===== config.mk =====
export PLATFORM = sky130hd
export DESIGN_NAME = operand_fetch
export DESIGN_NICKNAME = d
export VERILOG_FILES = /design/src/rtl/operand_fetch_pkg.sv /design/src/rtl/operand_scoreboard.sv /design/src/rtl/operand_fetch.sv
export SDC_FILE = /design/constraint.sdc
export NUM_CORES = 1
export LEC_CHECK = 0
export BUFFER_PORTS_ARGS = -buffer_cell sky130_fd_sc_hd__buf_2
export CELL_PAD_IN_SITES_DETAIL_PLACEMENT = 1
export CELL_PAD_IN_SITES_GLOBAL_PLACEMENT = 1
export CORE_MARGIN = 1.5
export CORE_UTILIZATION = 40
export DETAILED_ROUTE_END_ITERATION = 16
export PLACE_DENSITY = 0.86
export SKIP_LAST_GASP = 1
export SLEW_MARGIN = 20
export SYNTH_ARGS = -nofsm -noshare
export SYNTH_HDL_FRONTEND = slang
export SYNTH_HIERARCHICAL = 1
export SYNTH_SLANG_ARGS = --single-unit
export TNS_END_PERCENT = 100

===== constraint.sdc =====
create_clock -name CLK -period 6.1 [get_ports CLK]
set_input_delay 0.61 -clock CLK [delete_from_list [all_inputs] [get_ports CLK]]
set_output_delay 0.61 -clock CLK [all_outputs]
set_load 0.03 [all_outputs]

===== src/rtl/operand_fetch_pkg.sv =====
// Shared widths and index/word types for the operand fetch stage and its
// busy scoreboard.
package operand_fetch_pkg;

    localparam int DW   = 32;
    localparam int NREG = 16;
    localparam int AW   = $clog2(NREG);

    typedef logic [AW-1:0] reg_idx_t;
    typedef logic [DW-1:0] word_t;

    // True when an enabled writeback targets the given register index.
    function automatic logic idx_hit(input logic en, input reg_idx_t wr_idx,
                                     input reg_idx_t rd_idx);
        return en && (wr_idx == rd_idx);
    endfunction

endpackage


===== src/rtl/operand_scoreboard.sv =====
// Busy bit per architectural register, with three lookups that already
// account for a writeback retiring the producer in the current cycle.
module operand_scoreboard
    import operand_fetch_pkg::*;
(
    input  logic                 clk,
    input  logic                 srst,
    input  logic                 set_en,
    input  logic [AW-1:0]        set_idx,
    input  logic                 clr_en,
    input  logic [AW-1:0]        clr_idx,
    input  logic [AW-1:0]        query_a,
    input  logic [AW-1:0]        query_b,
    input  logic [AW-1:0]        query_c,
    output logic                 pending_a,
    output logic                 pending_b,
    output logic                 pending_c
);

    logic [NREG-1:0] busy_reg;
    logic [NREG-1:0] busy_next;

    // A set and a clear to the same index in one cycle leaves the bit set:
    // the newly issued producer now owns the register.
    generate
        for (genvar gi = 0; gi < NREG; gi++) begin : g_busy
            logic set_hit;
            logic clr_hit;
            assign set_hit = idx_hit(set_en, set_idx, reg_idx_t'(gi));
            assign clr_hit = idx_hit(clr_en, clr_idx, reg_idx_t'(gi));
            assign busy_next[gi] = set_hit | (busy_reg[gi] & ~clr_hit);
        end
    endgenerate

    always_ff @(posedge clk) begin
        if (srst) begin
            busy_reg <= '0;
        end else begin
            busy_reg <= busy_next;
        end
    end

    assign pending_a = busy_reg[query_a] & ~idx_hit(clr_en, clr_idx, query_a);
    assign pending_b = busy_reg[query_b] & ~idx_hit(clr_en, clr_idx, query_b);
    assign pending_c = busy_reg[query_c] & ~idx_hit(clr_en, clr_idx, query_c);

endmodule


===== src/rtl/operand_fetch.sv =====
// Decode-to-execute stage: reads operands from the register bank, bypasses
// same-cycle writeback data, stalls on RAW/WAW hazards, one output register.
module operand_fetch
    import operand_fetch_pkg::*;
(
    input  logic          CLK,
    input  logic          RST,
    input  logic          IN_VALID,
    output logic          IN_READY,
    input  logic [AW-1:0] IN_RA,
    input  logic [AW-1:0] IN_RB,
    input  logic          IN_USE_A,
    input  logic          IN_USE_B,
    input  logic [AW-1:0] IN_WC,
    input  logic          IN_WR,
    output logic [AW-1:0] RA,
    output logic [AW-1:0] RB,
    input  logic [DW-1:0] PRA,
    input  logic [DW-1:0] PRB,
    input  logic          W_RB,
    input  logic [AW-1:0] WC,
    input  logic [DW-1:0] WPC,
    output logic          OUT_VALID,
    input  logic          OUT_READY,
    output logic [DW-1:0] OUT_A,
    output logic [DW-1:0] OUT_B,
    output logic [AW-1:0] OUT_WC,
    output logic          OUT_WR
);

    logic     pending_a;
    logic     pending_b;
    logic     pending_c;
    logic     hazard;
    logic     stage_free;
    logic     fire;
    logic     bypass_a;
    logic     bypass_b;
    word_t    a_next;
    word_t    b_next;

    logic     out_valid_reg;
    word_t    out_a_reg;
    word_t    out_b_reg;
    reg_idx_t out_wc_reg;
    logic     out_wr_reg;

    assign RA = IN_RA;
    assign RB = IN_RB;

    operand_scoreboard u_scoreboard (
        .clk       (CLK),
        .srst      (RST),
        .set_en    (fire & IN_WR),
        .set_idx   (IN_WC),
        .clr_en    (W_RB),
        .clr_idx   (WC),
        .query_a   (IN_RA),
        .query_b   (IN_RB),
        .query_c   (IN_WC),
        .pending_a (pending_a),
        .pending_b (pending_b),
        .pending_c (pending_c)
    );

    assign hazard     = (IN_USE_A & pending_a) | (IN_USE_B & pending_b) | (IN_WR & pending_c);
    assign stage_free = ~out_valid_reg | OUT_READY;
    assign IN_READY   = ~hazard & stage_free;
    assign fire       = IN_VALID & IN_READY;

    // The bank commits WPC at this same edge, so PRA/PRB still show the old value.
    assign bypass_a = idx_hit(W_RB, WC, IN_RA);
    assign bypass_b = idx_hit(W_RB, WC, IN_RB);
    assign a_next   = bypass_a ? WPC : PRA;
    assign b_next   = bypass_b ? WPC : PRB;

    always_ff @(posedge CLK) begin
        if (RST) begin
            out_valid_reg <= 1'b0;
            out_a_reg     <= '0;
            out_b_reg     <= '0;
            out_wc_reg    <= '0;
            out_wr_reg    <= 1'b0;
        end else if (fire) begin
            out_valid_reg <= 1'b1;
            out_a_reg     <= a_next;
            out_b_reg     <= b_next;
            out_wc_reg    <= IN_WC;
            out_wr_reg    <= IN_WR;
        end else if (OUT_READY) begin
            out_valid_reg <= 1'b0;
        end
    end

    assign OUT_VALID = out_valid_reg;
    assign OUT_A     = out_a_reg;
    assign OUT_B     = out_b_reg;
    assign OUT_WC    = out_wc_reg;
    assign OUT_WR    = out_wr_reg;

endmodule


==> results by stage <==
Min path:
- The path type of the worst min-delay path is register to register.
- The worst min-delay path endpoint is OUT_WR.
- The number of cells on the worst hold path is 2.
- The critical hold path startpoint is OUT_WR.

Worst setup path:
- The path depth of the worst reg2reg path is 9.
- Walking the worst path, the cells encountered are buf_2 -> mux4_1 -> mux2i_1 -> mux2_2 -> a31oi_1 -> a22oi_1 -> and4_4 -> buf_4 -> nor2_1 -> a311oi_2.
- The required time of the worst setup path is 6.36 ns.
- The worst setup path is captured at a register.
- Data on the critical path arrives at its endpoint at about 3.8 ns.
- On the worst path, the slowest cell contributes a delay of approximately 0.73 ns.
- In this run the register-to-register setup slack is 2.72 ns.
- The worst register-to-register path ends at OUT_B[27].
- The startpoint class of the critical path is a primary input.
- Among all stages on the critical path, the largest delay is contributed by and4_4.
- The critical path is of the primary input to register type.
- The startpoint identified for the worst register-to-register timing path is u_scoreboard/busy_reg[1].
- The maximum fanout along the worst path is 50.

Synthesis:
- For this run, the number of Yosys warnings is 6.
- In the synthesized netlist the dominant register cell turns out to be dfxtp_1.
- The part of the Yosys area used for sequential elements is between 30% and 40%.
- The fraction of post-synthesis cell area in the top cell type by area is between 30 and 40%.
- After synthesis, the largest family of logic cells by area is compound AO/OA/AOI/OAI gates.
- The xor and xnor area share after synthesis is 2.945%.
- The synthesized area per cell is between 9 and 10 sq um.
- The largest total area in the synthesized netlist belongs to dfxtp_1.
- The synthesized area is ~5300 sq um.
- In the synthesized netlist, the number of instances is approximately 550.
- The number of synthesized register bits is 86.
- The number of distinct library cells after synthesis is 39.
- The number of nets in the synthesized netlist is approximately 670.
- The count of flip-flops with a built-in enable after synthesis is 0.
- The compound-cell area share of the yosys netlist is roughly 28%.
- After synthesis, the cell types taking the most area are dfxtp_1, a311oi_2, o21ai_0.
- The synthesized netlist devotes 19.74% of its cell area to simple gates.
- Of the post-synthesis cell area, the part taken by muxes is roughly 8.6%.
- The fraction of synthesis flops using an asynchronous set or reset pin is 0%.
- The post-synthesis share of cell area spent on full adders, half adders and majority gates is 0%.

Detailed routing:
- Detailed routing inserted a total of 5152 vias.
- For this run, design rule violations remaining after detail routing come to 0.
- In this run, the number of DRC markers left after iteration 0 of detailed routing was 492.
- The count of nets left with antenna violations once routing finished came out at 0.
- The total iterations of the first detailed-routing run is 4.
- The vias per cell is roughly 5.8.
- Dividing the detail-routed wire length by the instance count gives between 20 and 25 um.
- Wires add up to roughly 18000 um.

Timing:
- Final hold analysis gives a worst-case slack of between 0.4 and 0.5 ns.
- Static timing analysis puts the maximum clock frequency at around 280 MHz.
- The post-route minimum period is between 3 and 4 ns.
- At the pin with the least slew margin, the transition time is around 1.1 ns.
- Setup repair after global routing left no endpoint under its margin.
- The max-slew violation count came to 0.
- The relative slew slack is roughly a quarter.
- The final total negative setup slack is 0 ns.
- For the final database, setup skew stands at around 0.0075 ns.
- The fraction of the cycle the final worst path needs is 58.34%.
- The number of hold violations in the final report is 0.
- Setup violations remaining at the end of the flow were counted as 0.

Clocking:
- Once the clock tree was built, the resizer swapped 0 gates to a different size.
- The H-tree was split into 3 levels.
- After clock tree synthesis, the clock-pin slew on the worst setup and hold paths is approximately 0.06 ns.
- The number of CTS-inserted buffers is 9.
- In this run the deepest clock path goes through 2 buffers.
- The number of buffers inserted for hold repair after clock tree synthesis is 0.
- The buffer type at the clock tree root is clkbuf_16.
- The post-CTS setup repair buffer count is 0.
- TritonCTS built the clock tree.
- Clock latency on the worst-skew pair, taken at its later pin, is 0.35 ns.
- The clock sink count is 86.

Final layout:
- The library cells used most frequently in the layout, excluding fill and tap cells, are buf_2, dfxtp_1, o21ai_0, nor2_1, a311oi_2.
- The net count of the finished layout is slightly above 800.
- The leading cell type in the layout, fill and taps excluded is buf_2.
- The finished layout cell area is roughly 6500 sq um.
- Leaving out filler cells and counting taps, the final layout contains ~880.
- The fill cell instance count of the final layout is 1541.
- Compared with the post-synthesis result, the final layout area differs by 22.24%.
- The proportion of layout cells with a drive suffix above 1 is 45.40%.

Power and ir drop:
- The switching part of the total power is roughly a third.
- The power density over the cells is between 200 and 300 nW/um^2.
- Summed over all cells, the static leakage comes to ~2.6 nW.
- Of the total power, combinational logic draws roughly 25%.
- The completed layout was analyzed and its total power is between 0.0015 and 0.002 W.
- The switching power is between 0.0005 and 0.0006 W.
- The clock share of power is 38.2%.
- Of the total power, registers draw 36.8%.
- Internal power comes to roughly 0.0012 W.
- Across the VDD grid, the largest voltage drop is 0.0001936 V.

Floorplan:
- In this run the horizontal extent of the chip is 118.2 um.
- Measured along the y axis, the die boundary spans roughly 120 um.
- For this design the top-level I/O count stands at about 200.
- In this run the core area contains between 40 and 50 standard-cell rows.
- The die area is ~14000 sq um.
- For this configuration, the core starts out at a cell density of approximately 42%.
- The placeable core region is 12770 sq um.

Place:
- The number of input and output port buffers inserted is slightly below 200.
- Counting tap cells, the placed design contains a total of 863 instances.
- After legalization and detailed placement, the total HPWL measured 12950 um.
- The standard cell area after detailed placement is ~6100 sq um.
- At the end of routability-driven placement, the weighted congestion stood at 0.9023.

Global routing:
- The initial antenna violation count is 4.
- The via count of the first global-routing pass came to about 5.3k.
- The first global-routing pass estimated roughly 29000 um of wire.
- For this run the aggregate overflow at the end of global routing stands at 0.
- For this run, the total global-route usage over all layers was measured as between 20% and 30%.
- The pin count of the biggest net entering global routing is a little over 70.

Flow run:
- Max-cap violations in this run came to 0.

Run status:
- The flow ran to the end, and the final reports show no timing, DRC or antenna violations.
[cells by family (layout without fill, tap and decap cells)]
family | Yosys count | in the layout
AO/OA/AOI/OAI | 167 | 167
AND/OR/NAND/NOR | 189 | 189
flip-flops | 86 | 86
multiplexers | 26 | 26
XOR/XNOR | 17 | 17
buffers and inverters | 69 | 222
other | 0 | 4
[worst max-delay path by stage]
stage,from,to,slack (ns),cells past startpoint
final,IN_RA[0],OUT_B[27],2.54,10
after global routing,IN_RA[0],OUT_B[0],2.32,10
after detailed placement,IN_RA[0],OUT_A[2],2.21,10
after CTS,IN_RA[0],OUT_B[27],2.56,10
after global placement,IN_RA[0],OUT_A[25],2.41,10
after floorplan,IN_RA[0],u_scoreboard/busy_reg[5],3.12,14
[critical path, delay by kind of cell]
kind	cells	cell delay, ns
muxes	3	0.90
and+or+nand+nor	2	0.86
buffers and inverters	2	0.80
AOI/OAI and AO/OA	3	0.61
[cell usage after synthesis (all sizes together), types with 2 or more instances]
cell type  instances
and4               2
dfxtp             86
o21ai             79
and3               3
nand3             71
a311oi            64
and3b              3
a31oi              3
a21oi             17
mux2               3
nand2b             9
clkbuf            20
mux4              12
nor3               3
mux2i             11
xnor2              8
nand3b             5
nor2              72
buf               48
xor2               9
and2               3
nand2             15
[per-layer routing]
metal	GRT usage [%]	vias up	part of all wire, %
met5	0	-	0
met4	8.613	0	2.0
met3	7.239	27	6.4
met2	45.68	196	51
met1	31.27	2557	41
li1	-	2372	-
[metrics by stage]
step	worst slack, ns	utilization [%]
global route	2.324	50.81
floorplan	3.122	-
detailed placement	2.209	48.00
CTS	2.560	50.73
global placement	2.405	47.96
finish	2.541	50.83
[cell type report]
| cell class | count | area [sq um] | share of cell area [%] |
|---|---|---|---|
| multi-input cells | 399 | 3147 | 48.47 |
| flip-flops and latches | 86 | 1722 | 26.52 |
| repair buffers | 205 | 1046 | 16.11 |
| clock buffers | 11 | 242.7 | 3.739 |
| well taps | 172 | 215.2 | 3.315 |
| clock inverters | 5 | 106.4 | 1.638 |
| diodes | 4 | 10.01 | 0.1542 |
| inverters | 1 | 3.754 | 0.05781 |
[power groups by stage]
stage / logic [W] / clock network, W / registers, W
5_1_grt: 0.000454 / 0.000682 / 0.000631
3_3_place_gp: 0.000411 / 0 / 0.000637
2_1_floorplan: 0.000221 / 0 / 0.000715
6_report: 0.000425 / 0.000651 / 0.000627
4_1_cts: 0.000426 / 0.000662 / 0.000627
3_5_place_dp: 0.000424 / 0 / 0.000640
Power figures use the tool's default switching activity.
